### src/rtl/mult_datapath.sv
// Booth radix-2 product datapath: multiplicand, 33-bit accumulator and
// multiplier/low-product register, plus a valid/ack result holding register.
module mult_datapath #(
  parameter int WIDTH = 32
) (
  input  logic                 mClk,
  input  logic                 reset,
  input  logic                 load,
  input  logic [WIDTH-1:0]     mcand,
  input  logic [WIDTH-1:0]     mplier,
  input  logic                 add0,
  input  logic                 doSub,
  input  logic                 a_s,
  input  logic                 mult_done,
  input  logic                 result_ack,
  output logic                 prod_LSB,
  output logic [2*WIDTH-1:0]   product,
  output logic [2*WIDTH-1:0]   result,
  output logic                 result_valid
);

  logic [WIDTH-1:0]   mc_q, mc_d;
  logic [WIDTH:0]     acc_q, acc_d;
  logic [WIDTH-1:0]   low_q, low_d;
  logic [2*WIDTH-1:0] result_q, result_d;
  logic               result_valid_q, result_valid_d;
  logic [WIDTH:0]     mc_sext;

  // The extra accumulator bit keeps -2^(WIDTH-1) * -2^(WIDTH-1) from overflowing.
  assign mc_sext  = {mc_q[WIDTH-1], mc_q};
  assign product  = {acc_q[WIDTH-1:0], low_q};
  assign prod_LSB = low_q[0];

  always_comb begin
    mc_d  = mc_q;
    acc_d = acc_q;
    low_d = low_q;
    if (load) begin
      mc_d  = mcand;
      acc_d = '0;
      low_d = mplier;
    end else if (a_s) begin
      {acc_d, low_d} = {acc_q[WIDTH], acc_q, low_q[WIDTH-1:1]};
    end else if (!add0) begin
      acc_d = doSub ? (acc_q - mc_sext) : (acc_q + mc_sext);
    end
  end

  // Capture beats ack so a back-to-back result is never dropped.
  always_comb begin
    result_d       = result_q;
    result_valid_d = result_valid_q;
    if (mult_done) begin
      result_d       = product;
      result_valid_d = 1'b1;
    end else if (result_ack) begin
      result_valid_d = 1'b0;
    end
  end

  always_ff @(posedge mClk or posedge reset) begin
    if (reset) begin
      mc_q           <= '0;
      acc_q          <= '0;
      low_q          <= '0;
      result_q       <= '0;
      result_valid_q <= 1'b0;
    end else begin
      mc_q           <= mc_d;
      acc_q          <= acc_d;
      low_q          <= low_d;
      result_q       <= result_d;
      result_valid_q <= result_valid_d;
    end
  end

  assign result       = result_q;
  assign result_valid = result_valid_q;

endmodule

### config.mk
export PLATFORM = sky130hd
export DESIGN_NAME = mult_datapath
export DESIGN_NICKNAME = d
export VERILOG_FILES = /design/src/rtl/mult_datapath.sv
export SDC_FILE = /design/constraint.sdc
export NUM_CORES = 1
export LEC_CHECK = 0
export BUFFER_PORTS_ARGS = -buffer_cell sky130_fd_sc_hd__buf_2
export CORE_AREA = 2 2 128 130
export CTS_CLUSTER_SIZE = 30
export DETAILED_ROUTE_END_ITERATION = 8
export DIE_AREA = 0 0 130 132
export PLACE_DENSITY_LB_ADDON = 0.08
export SETUP_SLACK_MARGIN = 0.4
export SLEW_MARGIN = 5
export SYNTH_ARGS = -nofsm -noshare
export SYNTH_HDL_FRONTEND = slang
export SYNTH_SLANG_ARGS = --single-unit
### constraint.sdc
create_clock -name mClk -period 13.7 [get_ports mClk]
set_input_delay 0.685 -clock mClk [delete_from_list [all_inputs] [get_ports mClk]]
set_output_delay 0.685 -clock mClk [all_outputs]
set_load 0.02 [all_outputs]
# After elaboration in Yosys (flattened, before gate mapping)
# Index checks and enable logic that the tools add are counted.
# Widths: inputs -> output; s select.
[word_totals]
ff_bits = 162
inputBits = 72
output_inout_bits = 130
[op_classes]
add_sub_neg = 2
eq_ne = 3
mux = 8
n_reduce_logical = 3
[op_table]
columns = ["cell", "count"]
rows = [
  ["$mux 33", 4],
  ["$mux 32", 2],
  ["$add 33x33->33", 1],
  ["$sub 33x33->33", 1],
  ["$ne 2x2->1 const B", 2],
  ["$reduce_bool 2->1", 2],
  ["$ne 3x2->1 const B", 1],
  ["$mux 1", 2],
  ["$reduce_and 2->1", 1],
]

# Depth between registers and ports, before layout
# Gate-level depths: netlist (run 1).
[depth]
depth_word = 5
depth_mapped = 17
depth_no_buf = 17

# Worst setup path before layout (run 1)
# Ideal clock, no wire load.
[synth_timing]
path_kind = "register -> register"
start = "register mc_q[7]"
end = "register acc_q[31]"
arrival_ns = 4.174
t_required_ns = 13.634
path_slack_ns = 9.460
stages_incl_launch_ff = 17
synth_period_minus_slack_ns = 4.240
cell_sequence = "dfrtp_1 -> or4_4 -> or4_4 -> nor3_4 -> and2_2 -> nor3b_1 -> a31oi_1 -> xnor2_1 -> ha_1 -> a21o_1 -> a21o_1 -> a21oi_1 -> and2_1 -> nand2_1 -> o21ai_0 -> mux2_2 -> a2bb2o_1"
[synth_between]
elab_chain_len = 5
word_cells_on_any_way = 6
classes_between = "add/sub: 2; mux: 4"
[synth_rtl]
columns = ["element", "line_no", "text"]
rows = [
  ["start: declaration", "22", "logic [WIDTH-1:0] mc_q, mc_d;"],
  ["start signal: assignment", "69", "mc_q <= mc_d;"],
  ["$add 33x33->33 or $sub 33x33->33 (tied branches)", "45", "acc_d = doSub ? (acc_q - mc_sext) : (acc_q + mc_sext);"],
  ["$mux 33 (*)", "45", ""],
  ["$mux 33 (*)", "44", "end else if (!add0) begin"],
  ["$mux 33 (*)", "42", "end else if (a_s) begin"],
  ["$mux 33 (*)", "38", "if (load) begin"],
  ["end signal: assignment", "64", "acc_q <= '0;"],
  ["end signal: assignment", "70", "acc_q <= acc_d;"],
  ["end: declaration", "23", "logic [WIDTH:0] acc_q, acc_d;"],
]
# Every way passes the cells marked *; elsewhere a longest branch is shown, timed or not. The select of a mux whose other input is x is not followed.
# A chain may end at the register's enable or synchronous reset.

# Worst setup path after layout (run 1)
# Ends and elaborated chain as after synthesis.

==> flow_metrics.env, run 1 <==
export IMPL_drt_pass1_iterations=5
export IMPL_path_clk_slew_ns=0.07
export IMPL_floorplan_die_height_um=132
export IMPL_endpoint_kind="flop"
export IMPL_worst_setup_path_class="flop to flop"
export IMPL_timing_max_transition_violations_final=0
export IMPL_synth_seq_area_share_pct=43.3
export IMPL_worstHoldPathType="input pin to asynchronous set/reset pin"
export IMPL_die_width_um=130
export IMPL_leakagePower_nw=5.40
export IMPL_drive_gt1_share_pct=30.8
export IMPL_die_area_mm2=0.0172
export IMPL_type_of_origin_of_the_critical_path="flop"
export IMPL_synth_yosys_warnings=0
export IMPL_number_of_buffer_and_inverter_stages_on_the_critical_path=0
export IMPL_r2r_slack_ns=8.93
export IMPL_yosys_area_top_type_share_pct=43.3
export IMPL_grt_overflow_total=0
export IMPL_clock_fmax_mhz=209
export IMPL_route_detailed_drc=0
export IMPL_tns_ns=0
export IMPL_start_util_pct=59.6
export IMPL_cellPowerDensity_mw_per_mm2=140
export IMPL_cts_tree="yes"
export IMPL_finalWorstPathRequiredPeriod_ns=4.77
export IMPL_cell_accounting_for_the_most_synthesized_area="dfrtp_1"
export IMPL_outcome="completed"
export IMPL_synth_distinct_cells=61
export IMPL_clock_path_buffers=2
export IMPL_rows=46
export IMPL_area_growth_syn_to_layout_pct=16.2
export IMPL_grt_pass1_vias=7085
export IMPL_vdd_ir_drop_worst_uv=95.4
export IMPL_cap_viol_max_count=0
export IMPL_hold_buffers=0
export IMPL_drtIter0Drc=428
export IMPL_route_final_wire_length_mm=22.3
export IMPL_h_tree_depth=4
export IMPL_synth_enable_flop_cells=0
export IMPL_syn_cell_area_mm2=0.00937
export IMPL_proportion_of_register_bits_with_asynchronous_set_or_reset_after_synthesis_pct=100
export IMPL_ys_top_cells_by_area="dfrtp_1 43%, mux2_2 11%, ha_1 4.4%, a21oi_1 3.8%, xnor2_1 3.7%"
export IMPL_critical_path_slowest_cell="or4_4"
export IMPL_max_stage_delay_ns=0.55
export IMPL_tightest_slew_ns=1.04
export IMPL_post_synth_cell_area_avg_um2=10.0
export IMPL_grt_use_total_pct=26.6
export IMPL_worst_skew_late_latency_ns=0.42
export IMPL_cts_inserted_buffers=17
export IMPL_grt_setup_unrepaired="false"
export IMPL_worstReg2RegStart="mc_q[7]$_DFFE_PP0P_"
export IMPL_worst_setup_path_startpoint="mc_q[7]$_DFFE_PP0P_"
export IMPL_routed_via_count=7437
export IMPL_gpl_final_weighted_congestion=0.932
export IMPL_grt_pass1_wl_mm=36.2
export IMPL_ys_ff_latch=162
export IMPL_num_io_pins=202
export IMPL_post_dp_hpwl_mm=15.9
export IMPL_r2r_end="acc_q[31]$_DFFE_PP0P_"
export IMPL_slew_limit_headroom_pct=30.5
export IMPL_postSynth_topFlopCell="dfrtp_1"
export IMPL_cts_root_buffer_cell="clkbuf_16"
export IMPL_input_output_buffers=201
export IMPL_cts_num_sinks=162
export IMPL_wl_per_cell_um=17.0
export IMPL_core_mm2=0.0157
export IMPL_critical_path_top_delay_family="simple AND/OR/NAND/NOR gates"
export IMPL_worst_endpoint_required_ns=14.06
export IMPL_crit_path_cell_trace="or4_4, or4_4, nor3_4, and2_2, nor3b_1, a31oi_1, xnor2_1, ha_1, a21o_1, a21o_1, a21oi_1, and2_1, nand2_1, o21ai_0, mux2_2, a2bb2o_1"
export IMPL_postSynthNetCount=1040
export IMPL_final_setup_viol_count=0
export IMPL_cells_on_worst_reg2reg_path=16
export IMPL_finalHoldViolations=0
export IMPL_nets=1184
export IMPL_largest_net_degree_at_the_start_of_global_routing=94
export IMPL_post_route_util_pct=69.2
export IMPL_viasPerCell=5.69
export IMPL_post_cts_repair_setup_buffers=0
export IMPL_antenna_violating_nets_post_route=0
export IMPL_cells_after_synth=934
export IMPL_path_max_fanout=8
export IMPL_worstPathArrival_ns=5.13
export IMPL_min_period_over_period_pct=34.8
export IMPL_cts_resized=0
export IMPL_antenna_violations_before_repair=4
export IMPL_skew_ns=0.0126
==> registers in the layout, summed over array words and instances, names as in the netlist <==
signal and flops:
result_valid 1, mc_q 32, low_q 32, acc_q 33, result 64
==> placed cells by master (no fill, tap or decap), types with 7 or more instances in the layout <==
master,Yosys,final
o211a_1,15,15
nand3_1,15,15
mux2i_1,34,34
a21oi_1,71,71
inv_1,27,26
nand4_1,7,7
buf_2,0,200
a31oi_1,10,10
o211ai_1,11,11
xnor2_1,40,40
o21ai_0,67,67
ha_1,33,33
or3_1,9,9
buf_4,34,7
nor2b_1,7,7
mux2_2,90,90
dfrtp_1,162,162
nor2_1,52,52
o21a_1,10,10
xor2_1,12,12
nand2_1,79,79
nor3_1,15,15
a21o_1,14,14
clkbuf_16,0,17
==> through the flow <==
stage / total power, W / setup slack (ns) / hold WS [ns] / instances / cell area (µm²)
finish: 0.00153 / 8.93 / 0.421 / 1308 / 10900
global route: 0.00161 / 8.58 / 0.472 / 1306 / 10900
CTS: 0.00153 / 8.95 / 0.455 / 1306 / 10900
detailed placement: 0.00102 / 8.98 / 0.463 / 1275 / 10300
global placement: 0.00102 / 9.05 / 0.457 / 1275 / 10300
floorplan: 0.000909 / 8.64 / 0.516 / 934 / 9370
==> logic make-up after synthesis <==
kind of cell / count (synthesis) / share of synthesized area [%]
AO/OA/AOI/OAI: 234 / 15.8
XOR/XNOR: 52 / 4.86
flip-flops: 162 / 43.3
adder cells (fa/ha/maj): 34 / 4.62
buffers and inverters: 110 / 5.85
AND/OR/NAND/NOR: 217 / 11.0
multiplexers: 125 / 14.6
==> power breakdown <==
part           internal, W  switching (W)  leakage [nW]
Combinational     0.000177       0.000256          3.08
Clock             0.000311       0.000198         0.301
Sequential        0.000534      0.0000505          2.03
==> cell usage after synthesis, drive strengths merged (10+ instances only) <==
cell type and number:
mux2 91, o211a 15, nand2 79, ha 33, a21o 14, buf 43, o21ai 68, xnor2 40
nor2 52, o21a 10, o211ai 12, a21oi 71, xor2 12, nand3 15, nor3 16, inv 27
dfrtp 162, mux2i 34, clkbuf 39, a31oi 10
==> per-layer routing <==
layer,GRT usage (%),share of wire (%),vias up
met5,0,0.058,-
met4,6.27,0.91,2
met3,7.26,7.6,18
met2,39.4,44,249
met1,39.2,48,3540
li1,-,-,3628
==> layout make-up <==
| cell class | instances | area (µm²) |
|---|---|---|
| antenna | 2 | 5.00 |
| clock buffer | 20 | 447 |
| clock inverter | 11 | 176 |
| fill | 1283 | 4830 |
| inverter | 28 | 110 |
| multi-input combinational | 662 | 4760 |
| sequential | 162 | 4050 |
| tap | 216 | 270 |
| timing repair buffer | 207 | 1050 |
==> how the worst max path moves through the flow <==
stage / endpoint / depth (start not counted)
after floorplan: acc_q[0]$_DFFE_PP0P_ / 1
after global placement: acc_q[31]$_DFFE_PP0P_ / 16
after detailed placement: acc_q[31]$_DFFE_PP0P_ / 16
after CTS: acc_q[31]$_DFFE_PP0P_ / 16
after global routing: acc_q[25]$_DFFE_PP0P_ / 15
final: acc_q[31]$_DFFE_PP0P_ / 16
Power figures use the tool's default switching activity.
==> run 2, diff against run 1 <==
--- a/config.mk
+++ b/config.mk
@@ -6,10 +6,10 @@
 export NUM_CORES = 1
 export LEC_CHECK = 0
 export BUFFER_PORTS_ARGS = -buffer_cell sky130_fd_sc_hd__buf_2
-export CORE_AREA = 2 2 128 130
+export CORE_AREA = 2 2 140 142
 export CTS_CLUSTER_SIZE = 30
 export DETAILED_ROUTE_END_ITERATION = 8
-export DIE_AREA = 0 0 130 132
+export DIE_AREA = 0 0 142 144
 export PLACE_DENSITY_LB_ADDON = 0.08
 export SETUP_SLACK_MARGIN = 0.4
 export SLEW_MARGIN = 5
==> constraint.sdc (replaced) <==
create_clock -name mClk -period 4.25 [get_ports mClk]
set_input_delay 0.2125 -clock mClk [delete_from_list [all_inputs] [get_ports mClk]]
set_output_delay 0.2125 -clock mClk [all_outputs]
set_load 0.02 [all_outputs]
==> flow_metrics.env, run 2 (synthesized netlist as in run 1, its figures left out) <==
export IMPL_slew_limit_headroom_pct=31.0
export IMPL_routed_via_count=7860
export IMPL_skew_ns=0.0133
export IMPL_start_util_pct=49.1
export IMPL_final_setup_viol_count=0
export IMPL_num_io_pins=202
export IMPL_area_growth_syn_to_layout_pct=29.1
export IMPL_type_of_origin_of_the_critical_path="flop"
export IMPL_clock_fmax_mhz=246
export IMPL_die_area_mm2=0.0204
export IMPL_cts_tree="yes"
export IMPL_critical_path_slowest_cell="or4_4"
export IMPL_crit_cells=16
export IMPL_clock_path_buffers=2
export IMPL_largest_register_ff_count=64
export IMPL_grt_use_total_pct=24.1
export IMPL_antenna_violating_nets_post_route=0
export IMPL_worstHoldPathType="input pin to asynchronous set/reset pin"
export IMPL_worstPathArrival_ns=4.45
export IMPL_path_clk_slew_ns=0.08
export IMPL_layout_commonest_cell="buf_2"
export IMPL_crit_path_cell_trace="or4_4, or4_4, nor3_4, and2_4, nor3b_4, a31oi_1, xnor2_1, ha_1, a21o_1, a21o_1, a21oi_1, and2_1, nand2_1, o21ai_1, mux2_2, a2bb2o_1"
export IMPL_worst_setup_path_class="flop to flop"
export IMPL_input_output_buffers=201
export IMPL_finalHoldViolations=10
export IMPL_largest_net_degree_at_the_start_of_global_routing=163
export IMPL_leakagePower_nw=5.85
export IMPL_drt_pass1_iterations=5
export IMPL_grt_overflow_total=0
export IMPL_number_of_buffer_and_inverter_stages_on_the_critical_path=0
export IMPL_drtIter0Drc=681
export IMPL_core_mm2=0.0191
export IMPL_gpl_final_weighted_congestion=0.946
export IMPL_cellPowerDensity_mw_per_mm2=427
export IMPL_max_stage_delay_ns=0.53
export IMPL_crit_end="acc_q[31]$_DFFE_PP0P_"
export IMPL_critical_path_top_delay_family="simple AND/OR/NAND/NOR gates"
export IMPL_worst_setup_path_startpoint="mc_q[9]$_DFFE_PP0P_"
export IMPL_r2r_slack_ns=0.18
export IMPL_r2r_end="acc_q[31]$_DFFE_PP0P_"
export IMPL_route_final_wire_length_mm=24.8
export IMPL_worst_endpoint_required_ns=4.63
export IMPL_post_dp_hpwl_mm=16.8
export IMPL_finalWorstPathRequiredPeriod_ns=4.07
export IMPL_drive_gt1_share_pct=39.0
export IMPL_route_detailed_drc=0
export IMPL_holdWs_ns=-0.0455
export IMPL_grt_pass1_wl_mm=38.8
export IMPL_post_route_util_pct=63.4
export IMPL_cap_viol_max_count=0
export IMPL_viasPerCell=5.54
export IMPL_failed_checks="hold timing"
export IMPL_h_tree_depth=4
export IMPL_worst_skew_late_latency_ns=0.44
export IMPL_wl_per_cell_um=17.4
export IMPL_min_period_over_period_pct=95.7
export IMPL_timing_max_transition_violations_final=0
export IMPL_path_max_fanout=4
export IMPL_cts_num_sinks=162
export IMPL_cells_on_worst_reg2reg_path=16
export IMPL_cts_inserted_buffers=17
export IMPL_grt_setup_unrepaired="true"
export IMPL_floorplan_die_height_um=144
export IMPL_antenna_violations_before_repair=5
export IMPL_vdd_ir_drop_worst_uv=284
export IMPL_grt_pass1_vias=7354
export IMPL_endpoint_kind="flop"
export IMPL_most_common_layout_cells="200 x buf_2, 162 x dfrtp_1, 90 x mux2_2"
export IMPL_die_width_um=142
export IMPL_cts_root_buffer_cell="clkbuf_16"
export IMPL_worstReg2RegStart="mc_q[9]$_DFFE_PP0P_"
export IMPL_outcome="finished, violations left"
export IMPL_fin_total_pwr_w=0.00516
export IMPL_nets=1272
export IMPL_tightest_slew_ns=1.03
export IMPL_rows=51
-- run 2: area by class of cell --
cell class,instances,area [µm²]
antenna,4,10.0
clock buffer,17,425
timing repair buffer,295,1840
tap,238,298
fill,1584,6990
inverter,28,111
sequential,162,4050
clock inverter,14,166
multi-input combinational,662,5190
-- run 2: repair_timing --
action / CTS / global route
resized for setup: 40 / 58
hold buffers: 41 / 0
setup buffers: 15 / 14
endpoints found under the hold margin: 41 / 0
pin swaps: 26 / 26
setup endpoints to repair: 14 / 17
-- run 2: per-layer routing --
metal,up-vias,GRT usage (%),share of wire (%)
met5,-,0,0.13
met4,6,6.63,1.2
met3,28,6.99,6.8
met2,259,36.6,45
met1,3785,33.9,47
li1,3782,-,-
-- run 2: power by group --
group	switching [W]	total [W]	internal [W]
clock network	0.000704	0.00159	0.000883
logic	0.000944	0.00169	0.000746
registers	0.000164	0.00188	0.00172
-- run 2: stage by stage --
step           TNS (ns)  cells  setup WS (ns)  area, µm²
6_report              0   1420          0.183      12100
5_1_grt         -0.0274   1416        -0.0274      12100
4_1_cts               0   1402          0.192      11700
3_5_place_dp          0   1315         0.0822      10500
3_3_place_gp          0   1315          0.115      10500
2_1_floorplan         0    934          0.218       9410
-- run 2: how the worst min path moves through the flow --
stage,end,slack [ns],start,cells past startpoint
3_5_place_dp,low_q[4]$_DFFE_PP0P_,0.43,mplier[4],3
4_1_cts,mc_q[19]$_DFFE_PP0P_,0.003,mcand[19],2
2_1_floorplan,low_q[0]$_DFFE_PP0P_,0.33,mplier[0],2
3_3_place_gp,mc_q[24]$_DFFE_PP0P_,0.42,mcand[24],3
6_report,result_valid$_DFFE_PP0P_,-0.05,reset,3
5_1_grt,mc_q[19]$_DFFE_PP0P_,0.0006,mcand[19],2
-- run 2: worst reg2reg max path, cell delays in order, from the launching register on --
cell	delay, ns
dfrtp_1	0.38
or4_4	0.53
or4_4	0.47
nor3_4	0.14
and2_4	0.18
nor3b_4	0.24
a31oi_1	0.13
xnor2_1	0.16
ha_1	0.33
a21o_1	0.18
a21o_1	0.17
a21oi_1	0.18
and2_1	0.17
nand2_1	0.05
o21ai_1	0.12
mux2_2	0.33
a2bb2o_1	0.25
==> run 3, diff against run 2 <==
--- a/config.mk
+++ b/config.mk
@@ -6,10 +6,11 @@
 export NUM_CORES = 1
 export LEC_CHECK = 0
 export BUFFER_PORTS_ARGS = -buffer_cell sky130_fd_sc_hd__buf_2
-export CORE_AREA = 2 2 140 142
+export CORE_AREA = 2 2 139 141
+export CTS_BUF_LIST = sky130_fd_sc_hd__clkbuf_8
 export CTS_CLUSTER_SIZE = 30
 export DETAILED_ROUTE_END_ITERATION = 8
-export DIE_AREA = 0 0 142 144
+export DIE_AREA = 0 0 141 143
 export PLACE_DENSITY_LB_ADDON = 0.08
 export SETUP_SLACK_MARGIN = 0.4
 export SLEW_MARGIN = 5
==> flow_metrics.env, run 3 (synthesized netlist as in run 1, its figures left out) <==
export IMPL_skew_ns=0.0147
export IMPL_detail_route_wirelength_met1_mm=12.0
export IMPL_cap_viol_max_count=0
export IMPL_sequentialPowerShare_pct=38.5
export IMPL_gpl_final_weighted_congestion=0.934
export IMPL_grt_pass1_vias=7514
export IMPL_power_frac_comb_pct=36.8
export IMPL_post_route_cell_area_mm2=0.0125
export IMPL_drtIter0Drc=441
export IMPL_largest_net_degree_at_the_start_of_global_routing=135
export IMPL_leakagePower_nw=6.06
export IMPL_num_io_pins=202
export IMPL_start_util_pct=50.4
export IMPL_grt_use_total_pct=24.1
export IMPL_critical_path_top_delay_family="simple AND/OR/NAND/NOR gates"
export IMPL_grt_pass1_wl_mm=39.0
export IMPL_path_max_fanout=5
export IMPL_route_final_wire_length_mm=24.8
export IMPL_critical_path_slowest_cell="or4_4"
export IMPL_tightest_slew_ns=0.956
export IMPL_wl_met3_mm=1.31
export IMPL_vdd_ir_drop_worst_uv=228
export IMPL_post_dp_hpwl_mm=17.0
export IMPL_number_of_buffer_and_inverter_stages_on_the_critical_path=4
export IMPL_path_clk_slew_ns=0.10
export IMPL_most_common_layout_cells="200 x buf_2, 162 x dfrtp_1, 89 x mux2_2"
export IMPL_crit_path_cell_trace="or4_4, or4_4, nor3_4, and2_4, buf_4, buf_6, buf_6, nor2_2, xnor2_2, ha_4, buf_6, nand4_1, o211a_1, o21a_1, o31a_1, o211ai_1, nand3_1, a221oi_2"
export IMPL_drive_gt1_share_pct=40.8
export IMPL_worstPathArrival_ns=4.52
export IMPL_grt_setup_unrepaired="true"
export IMPL_grt_overflow_total=0
export IMPL_clock_fmax_mhz=242
export IMPL_crit_cells=18
export IMPL_min_path_cells=3
export IMPL_slew_limit_headroom_pct=36.2
export IMPL_min_period_over_period_pct=97.4
export IMPL_endpoint_kind="flop"
export IMPL_worst_skew_late_latency_ns=0.47
export IMPL_n_fill_cell=1468
export IMPL_die_area_mm2=0.0202
export IMPL_cts_root_buffer_cell="clkbuf_8"
export IMPL_fin_cells=1460
export IMPL_worstHoldPathType="input pin to flop"
export IMPL_finalWorstPathRequiredPeriod_ns=4.14
export IMPL_switching_power_w=0.00185
export IMPL_cell_internal_pwr_w=0.00305
export IMPL_clock_path_buffers=2
export IMPL_cts_inserted_buffers=17
export IMPL_core_mm2=0.0186
export IMPL_timing_max_transition_violations_final=0
export IMPL_area_growth_syn_to_layout_pct=33.1
export IMPL_antenna_diode_count=0
export IMPL_swShare_pct=37.7
export IMPL_outcome="completed"
export IMPL_antenna_violations_before_repair=0
export IMPL_nets=1319
export IMPL_antenna_violating_nets_post_route=0
export IMPL_routed_via_count=8083
export IMPL_layout_commonest_cell="buf_2"
export IMPL_worst_setup_path_class="flop to flop"
export IMPL_cts_num_sinks=162
export IMPL_floorplan_die_height_um=143
export IMPL_metal2_wl_mm=11.2
export IMPL_cpMostUsedCell="buf_6"
export IMPL_cells_on_worst_reg2reg_path=18
export IMPL_finalHoldViolations=0
export IMPL_max_stage_delay_ns=0.54
export IMPL_route_detailed_drc=0
export IMPL_h_tree_depth=4
export IMPL_place_area_mm2=0.0105
export IMPL_cellPowerDensity_mw_per_mm2=393
export IMPL_cts_tree="yes"
export IMPL_top_layer="met4"
export IMPL_rows=50
export IMPL_drt_pass1_iterations=5
export IMPL_viasPerCell=5.54
export IMPL_input_output_buffers=201
export IMPL_clockPowerShare_pct=24.7
export IMPL_largest_register_ff_count=64
export IMPL_dp_cells=1315
export IMPL_die_width_um=141
export IMPL_type_of_origin_of_the_critical_path="flop"
export IMPL_wl_per_cell_um=17.0
export IMPL_worst_endpoint_required_ns=4.63
export IMPL_final_setup_viol_count=0
## run 3: through the flow
| stage | TNS, ns | hold WS [ns] | utilization [%] | power [W] | setup WS (ns) |
|---|---|---|---|---|---|
| after floorplan | 0 | 0.333 | - | 0.00294 | 0.218 |
| after global placement | 0 | 0.331 | 56.5 | 0.00334 | 0.0910 |
| after detailed placement | 0 | 0.334 | 56.5 | 0.00335 | 0.0364 |
| after CTS | 0 | 0.00825 | 64.0 | 0.00473 | 0.135 |
| after global routing | -0.0482 | 0.00601 | 67.1 | 0.00516 | -0.0248 |
| final | 0 | 0.0102 | 67.1 | 0.00490 | 0.110 |
## run 3: final timing paths
path | startpoint | endpoint | slack, ns
max in group asynchronous | reset | mc_q[20]$_DFFE_PP0P_ | 2.68
worst min-delay path | mplier[20] | low_q[20]$_DFFE_PP0P_ | 0.01
worst max-delay path | mc_q[9]$_DFFE_PP0P_ | acc_q[28]$_DFFE_PP0P_ | 0.11
worst min register to register | result_valid$_DFFE_PP0P_ | result_valid$_DFFE_PP0P_ | 0.51
min in group asynchronous | reset | result[29]$_DFFE_PP0P_ | 0.39
worst max register to register | mc_q[9]$_DFFE_PP0P_ | acc_q[28]$_DFFE_PP0P_ | 0.11
## run 3: layout make-up
| class | instances | area, µm² | area share [%] |
|---|---|---|---|
| Sequential cell | 162 | 4050 | 32.5 |
| Tap cell | 234 | 293 | 2.35 |
| Clock inverter | 15 | 189 | 1.52 |
| Inverter | 28 | 114 | 0.913 |
| Timing Repair Buffer | 342 | 2290 | 18.4 |
| Multi-Input combinational cell | 662 | 5300 | 42.5 |
| Clock buffer | 17 | 234 | 1.88 |
## run 3: what timing repair did
| action | in CTS | in global routing |
|---|---|---|
| pin swaps | 28 | 60 |
| endpoints found under the hold margin | 90 | 0 |
| hold buffers | 63 | 0 |
| resized for setup | 48 | 80 |
| setup buffers | 23 | 27 |
| endpoints found under the setup margin | 15 | 16 |
## run 3: routing by layer
| metal | vias to the layer above | GRT usage, % |
|---|---|---|
| met1 | 3886 | 35.2 |
| met2 | 263 | 37.1 |
| met4 | 0 | 6.79 |
| li1 | 3896 | - |
| met3 | 38 | 4.23 |
| met5 | - | 0 |
## run 3: tightest hold or removal path, cell delays in order
cell	delay (ns)
buf_2	0.08
nand2_1	0.07
o21ai_0	0.08
## run 3: power by group through the flow
stage,Sequential (W),Clock [W],Combinational [W]
after floorplan,0.00202,0,0.000918
after global placement,0.00191,0,0.00144
after detailed placement,0.00191,0,0.00144
after CTS,0.00188,0.00125,0.00160
after global routing,0.00191,0.00129,0.00196
final,0.00189,0.00121,0.00180
